===== src/rtl/wiener_axis_tx_if.sv =====
// wiener_axis_tx_if
//
// Video AXI4-Stream bundle carrying filtered pixels out of the Wiener
// pipeline.
//
// Signals
//   tdata   pixel word, {8'h0, R, G, B}
//   tvalid  beat valid
//   tready  downstream accepts the beat
//   tlast   last pixel of a line
//   tuser   first pixel of a frame
//
// Modports
//   master  drives tdata/tvalid/tlast/tuser, samples tready
//   slave   the mirror image, for the consumer side

interface wiener_axis_tx_if #(
  parameter int DATA_WIDTH = 32
);
  logic [DATA_WIDTH-1:0] tdata;
  logic                  tvalid;
  logic                  tready;
  logic                  tlast;
  logic                  tuser;

  modport master (output tdata, output tvalid, output tlast, output tuser, input tready);
  modport slave  (input tdata, input tvalid, input tlast, input tuser, output tready);
endinterface


===== src/rtl/wiener_axis_tx.sv =====
// wiener_axis_tx
//
// Output-side AXI4-Stream transmitter of the Wiener denoising pipeline.
// Filtered pixels arrive on a valid/ready push port, are buffered in a
// small FIFO together with their start-of-frame flag, and leave as a video
// AXI4-Stream (tuser = start of frame, tlast = end of line).
//
// Ports
//   clk, rst           single clock, synchronous active-high reset
//   frame_width        pixels per line (>= 1), sampled on every use
//   frame_height       lines per frame (>= 1)
//   in_data/in_valid   filtered pixel and its qualifier
//   in_sof             pixel is the first of a frame
//   in_ready           FIFO can take a pixel this cycle
//   m_axis             AXI4-Stream master (wiener_axis_tx_if.master)
//   frame_done         one-cycle pulse after the final beat of a frame
//   sof_err            sticky framing error
//
// Optional feature
//   WIENER_AXIS_TX_SOF_CHECK_EN  when defined, sof_err flags truncated
//   frames (sof seen mid-frame) and missing sofs; otherwise sof_err is 0.

module wiener_axis_tx #(
  parameter int DATA_WIDTH = 32,
  parameter int FIFO_DEPTH = 16
) (
  input  logic                  clk,
  input  logic                  rst,
  input  logic [15:0]           frame_width,
  input  logic [15:0]           frame_height,
  input  logic [DATA_WIDTH-1:0] in_data,
  input  logic                  in_valid,
  input  logic                  in_sof,
  output logic                  in_ready,
  wiener_axis_tx_if.master      m_axis,
  output logic                  frame_done,
  output logic                  sof_err
);

  localparam int AW = $clog2(FIFO_DEPTH);

  // Entry layout: {sof, pixel}. Storage is data-only and never reset.
  logic [DATA_WIDTH:0] mem [FIFO_DEPTH];
  logic [AW-1:0]       wr_ptr;
  logic [AW-1:0]       rd_ptr;
  logic [AW:0]         count;
  logic [15:0]         col;
  logic [15:0]         row;

  logic [DATA_WIDTH:0] head;
  logic                head_sof;
  logic [15:0]         eff_col;
  logic [15:0]         eff_row;
  logic                tvalid;
  logic                tlast;
  logic                frame_end;
  logic                wr_en;
  logic                rd_en;

  // No pass-through when full: a read in the same cycle does not free the slot early.
  assign in_ready = (count != (AW+1)'(FIFO_DEPTH));
  assign tvalid   = (count != '0);
  assign wr_en    = in_valid & in_ready;
  assign rd_en    = tvalid & m_axis.tready;

  assign head     = mem[rd_ptr];
  assign head_sof = head[DATA_WIDTH];

  // A stored sof forces the position back to the frame origin, so the
  // counters resynchronise to whatever framing the upstream stage sends.
  assign eff_col   = head_sof ? 16'd0 : col;
  assign eff_row   = head_sof ? 16'd0 : row;
  assign tlast     = tvalid & (eff_col == frame_width - 16'd1);
  assign frame_end = tlast & (eff_row == frame_height - 16'd1);

  // Everything below depends only on the head entry and the counters, which
  // move only on a handshake, so the beat stays stable while stalled.
  assign m_axis.tvalid = tvalid;
  assign m_axis.tdata  = tvalid ? head[DATA_WIDTH-1:0] : '0;
  assign m_axis.tuser  = tvalid & head_sof;
  assign m_axis.tlast  = tlast;

  always_ff @(posedge clk) begin
    if (wr_en) begin
      mem[wr_ptr] <= {in_sof, in_data};
    end
  end

  always_ff @(posedge clk) begin
    if (rst) begin
      wr_ptr     <= '0;
      rd_ptr     <= '0;
      count      <= '0;
      col        <= '0;
      row        <= '0;
      frame_done <= 1'b0;
    end else begin
      frame_done <= rd_en & frame_end;
      if (wr_en) begin
        wr_ptr <= wr_ptr + 1'b1;
      end
      if (rd_en) begin
        rd_ptr <= rd_ptr + 1'b1;
      end
      case ({wr_en, rd_en})
        2'b10:   count <= count + 1'b1;
        2'b01:   count <= count - 1'b1;
        default: count <= count;
      endcase
      if (rd_en) begin
        if (tlast) begin
          col <= '0;
          row <= frame_end ? 16'd0 : eff_row + 16'd1;
        end else begin
          col <= eff_col + 16'd1;
          row <= eff_row;
        end
      end
    end
  end

`ifdef WIENER_AXIS_TX_SOF_CHECK_EN
  // started keeps the very first beat after reset from being called a
  // missing sof when no frame has been seen yet.
  logic started;

  always_ff @(posedge clk) begin
    if (rst) begin
      started <= 1'b0;
      sof_err <= 1'b0;
    end else if (rd_en) begin
      started <= 1'b1;
      if (head_sof && (col != 16'd0 || row != 16'd0)) begin
        sof_err <= 1'b1;
      end
      if (!head_sof && col == 16'd0 && row == 16'd0 && started) begin
        sof_err <= 1'b1;
      end
    end
  end
`else
  assign sof_err = 1'b0;
`endif

endmodule


===== src/flat_wrapper.sv =====
// flat-port wrapper written by rule: the top's interface ports become plain ports
module wiener_axis_tx_flat 
#(
  parameter int DATA_WIDTH = 32,
  parameter int FIFO_DEPTH = 16
)
  (clk, rst, frame_width, frame_height, in_data, in_valid, in_sof, in_ready, frame_done, sof_err, m_axis_tdata, m_axis_tvalid, m_axis_tlast, m_axis_tuser, m_axis_tready);
  wiener_axis_tx_if #(.DATA_WIDTH(DATA_WIDTH)) m_axis_i ();
  input  logic clk;
  input  logic rst;
  input  logic [15:0] frame_width;
  input  logic [15:0] frame_height;
  input  logic [DATA_WIDTH-1:0] in_data;
  input  logic in_valid;
  input  logic in_sof;
  output logic in_ready;
  output logic frame_done;
  output logic sof_err;
  output wire logic [$bits(m_axis_i.tdata)-1:0] m_axis_tdata;
  output wire logic [$bits(m_axis_i.tvalid)-1:0] m_axis_tvalid;
  output wire logic [$bits(m_axis_i.tlast)-1:0] m_axis_tlast;
  output wire logic [$bits(m_axis_i.tuser)-1:0] m_axis_tuser;
  input wire logic [$bits(m_axis_i.tready)-1:0] m_axis_tready;
  assign m_axis_tdata = m_axis_i.tdata;
  assign m_axis_tvalid = m_axis_i.tvalid;
  assign m_axis_tlast = m_axis_i.tlast;
  assign m_axis_tuser = m_axis_i.tuser;
  assign m_axis_i.tready = m_axis_tready;
  wiener_axis_tx #(.DATA_WIDTH(DATA_WIDTH), .FIFO_DEPTH(FIFO_DEPTH)) u_core (.clk(clk), .rst(rst), .frame_width(frame_width), .frame_height(frame_height), .in_data(in_data), .in_valid(in_valid), .in_sof(in_sof), .in_ready(in_ready), .m_axis(m_axis_i), .frame_done(frame_done), .sof_err(sof_err));
endmodule

===== config.mk =====
export PLATFORM = sky130hd
export DESIGN_NAME = wiener_axis_tx_flat
export DESIGN_NICKNAME = d
export VERILOG_FILES = /design/src/rtl/wiener_axis_tx_if.sv /design/src/rtl/wiener_axis_tx.sv /design/src/flat_wrapper.sv
export SDC_FILE = /design/constraint.sdc
export NUM_CORES = 1
export LEC_CHECK = 0
export BUFFER_PORTS_ARGS = -buffer_cell sky130_fd_sc_hd__buf_2
export CAP_MARGIN = 10
export CORE_UTILIZATION = 39
export CTS_BUF_LIST = sky130_fd_sc_hd__clkbuf_8
export CTS_CLUSTER_SIZE = 8
export DETAILED_ROUTE_END_ITERATION = 10
export PLACE_DENSITY = 0.53
export SLEW_MARGIN = 40
export SYNTH_ARGS = -nofsm -noshare
export SYNTH_HDL_FRONTEND = slang
export SYNTH_SLANG_ARGS = --single-unit

===== constraint.sdc =====
create_clock -name clk -period 4.05 [get_ports clk]
set_input_delay 0.81 -clock clk [delete_from_list [all_inputs] [get_ports clk]]
set_output_delay 0.81 -clock clk [all_outputs]
set_load 0.005 [all_outputs]

==> metrics <==
Post-Syn Nets=1476; hold path start=u_core.col[15]$_SDFFE_PP0P_; worst-skew pair later-pin latency=0.69 ns; gr ovfl total=0; post-synthesis cell type count=83; CP Cell Sequence=mux4_2, mux4_2, buf_12, a221oi_4, a31oi_2, nor3_4, nand2_2, inv_2, buf_6; CTS Hold Bufs=0; H-tree Lvls=3; Layout Area Growth over Synthesis=16.55%; pin count of the biggest net entering global routing=65; Slew HR=47.43%; Period Utilization, post-route=101.1%; Fill cells=5366; startpoint types=flop; R2R depth=10; Non-Filler Instances=2522; post-synthesis mux area share=15.47%; DRC=0; post-layout util=46.19%; Lkg Pwr=9.213 nW; DRT Pass-1 Iters=5; post-DR wirelength/cell=24.18 um; Synth top cells by count=edfxtp_1, mux4_2, nor2_1, clkbuf_1, dfxtp_1; DR iter-0 viols=1204; vias in the first global route=14420; Post-Synth Adder-Cell Area=0.7441%; # port buffers=105; first-pass GRT wire length=91600 um; post-route setup TNS=-0.04606 ns; CTS sink cnt=578; TritonCTS Buffers=97; slowest cell delay on critical path=0.60 ns; Seq/Total Area, Yosys=68.66%; Async S/R FF share, synth=0%; WHS=0.4982 ns; status=finished with violations; Synth area leader=edfxtp_1; io pins=107; crit path DAT=3.29 ns; CTS Root Buffer Type=clkbuf_8; Synth top area share=64.59%; Die Wd=252.9 um; Max Fclk=244.1 MHz; Levels on crit path=9; post-detail-place hpwl=34870 um; RD Place Congestion=0.8764; vias=13910; most frequent cell after synthesis=edfxtp_1; layout cell share with drive strength beyond 1=31.55%; Core Area=61940 um^2; FF-to-FF setup slack=0.27 ns; min-delay worst type=flop to flop; fin worst setup slack=-0.04606 ns; Crit-path slowest cell=mux4_2; Crit Path Category=flop to primary output; XOR/XNOR Fraction of Synth Area=2.100%; Post-synth EDFFs=528; Worst Setup End Kind=primary output; simple-gate share of the synthesized area=7.192%; cell row count=91; minimum clock period=4.096 ns; final hold violation count=0; layout net count=1691; area fraction in compound gates after synthesis=3.991%; ANT nets after route=0; initial antenna violation count=6; Post-Route WL=60980 um; maximum root-to-sink buffer count=3; Worst path most repeated cell=mux4_2; critical path's top delay family=multiplexers; CP bufs+invs=3; # setup viols final=1; Yosys warnings=0; MaxCap Viol Count=0; Critical Path End=m_axis_tlast; die height=252.9 um; top_reg_cell synth=edfxtp_1; Power Density=529.5 nW/um^2; skew final=0.04609 ns; Worst-Margin Slew=0.7886 ns; GRT Overall Usage=19.48%; Slew Limit Fails=0; r2r endpoint=u_core.row[14]$_SDFFE_PP0P_; required time of the critical path=3.24 ns; #FFs+latches synth=578; CTS tree=yes; failing checks=setup timing; Tot Pwr=15.15 mW; placed cell count=2336; Die Footprint=63950 um^2; mapped cell area=24550 um^2; CP max FO=6; Starting Density=39.63%; synth top area cells=edfxtp_1, mux4_2, dfxtp_1, xnor2_1, and2_1; synthesized netlist cell count=1393; Clk pin slew, worst setup/hold paths=0.06 ns; Peak VDD IR=0.3139 mV; largest family of logic cells by synthesized area=multiplexers; Syn Area/Cell=17.62 um^2; RSZ-0062 raised after global routing=true; via density per instance=5.516
==> cells in the final DEF (no fill, tap or decap), types with 31 or more instances in the layout <==
cell type    n
buf_4       83
nor2_1      51
nand2_1     47
clkbuf_8    98
dfxtp_1     46
xnor2_1     31
buf_2      104
mux4_2     165
and2_1      42
edfxtp_1   528
inv_1       66
==> registers in the layout (all words and copies together), names as in the netlist, named ones only <==
| signal | count |
|---|---|
| u_core.mem | 528 |
| u_core.col | 16 |
| u_core.row | 16 |
| u_core.count | 5 |
| u_core.rd_ptr | 4 |
| u_core.wr_ptr | 4 |
| u_core.frame_done | 1 |
==> through the flow <==
stage	instance area, um^2	setup slack, ns
floorplan	24570	-0.07800
global placement	26690	-0.02989
detailed placement	26700	-0.1435
CTS	28540	-0.06429
global route	28610	-0.1893
finish	28610	-0.04606
==> kinds of logic (layout without fill, tap and decap cells) <==
kind of cell,count (synthesis),in the layout
XOR/XNOR,54,54
multiplexers,173,173
other,1,3
AO/OA/AOI/OAI,137,137
adder cells (fa/ha/maj),14,14
flip-flops,578,578
buffers and inverters,114,404
AND/OR/NAND/NOR,322,322
==> what timing repair did <==
action	CTS	global route
pin swaps	6	4
endpoints found under the setup margin	1	11
setup buffers	8	2
resized for setup	12	6
==> how the worst min path moves through the flow <==
| stage | end | depth (start not counted) | slack (ns) |
|---|---|---|---|
| after CTS | u_core.mem[4][1]$_DFFE_PP_ | 1 | 0.45 |
| after floorplan | u_core.col[15]$_SDFFE_PP0P_ | 2 | 0.45 |
| final | u_core.col[15]$_SDFFE_PP0P_ | 2 | 0.50 |
| after detailed placement | flop | 2 | 0.49 |
| after global routing | u_core.mem[4][1]$_DFFE_PP_ | 1 | 0.48 |
| after global placement | u_core.col[15]$_SDFFE_PP0P_ | 2 | 0.48 |
==> where the power goes <==
group          leakage (nW)  switching [mW]  internal (mW)
Combinational          3.02            1.98           1.73
Sequential             5.18          0.0931           6.70
Clock                  1.01            2.28           2.38
==> metal layers <==
metal	up-vias	share of wire, %	track usage, %
li1	6120	-	-
met1	7217	42	25.83
met2	451	50	32.61
met3	115	5.7	3.300
met4	8	2.2	6.320
met5	-	0.092	0
==> tightest hold or removal path: cells and delay by family, from the launching register on <==
| kind | cells | cell delay, ns |
|---|---|---|
| flops | 1 | 0.32 |
| buf+inv | 1 | 0.05 |
| compound gates | 1 | 0.07 |
==> cell type report <==
| cell class | count | area [um^2] | share of cell area, % |
|---|---|---|---|
| Sequential cell | 578 | 16870 | 58.96 |
| Multi-Input combinational cell | 701 | 7467 | 26.10 |
| Timing Repair Buffer | 201 | 1389 | 4.854 |
| Clock buffer | 98 | 1349 | 4.714 |
| Tap cell | 837 | 1047 | 3.660 |
| Clock inverter | 76 | 376.6 | 1.316 |
| Inverter | 29 | 108.9 | 0.3805 |
| Antenna cell | 2 | 5.005 | 0.01749 |
(Power assumes the default switching activity.)
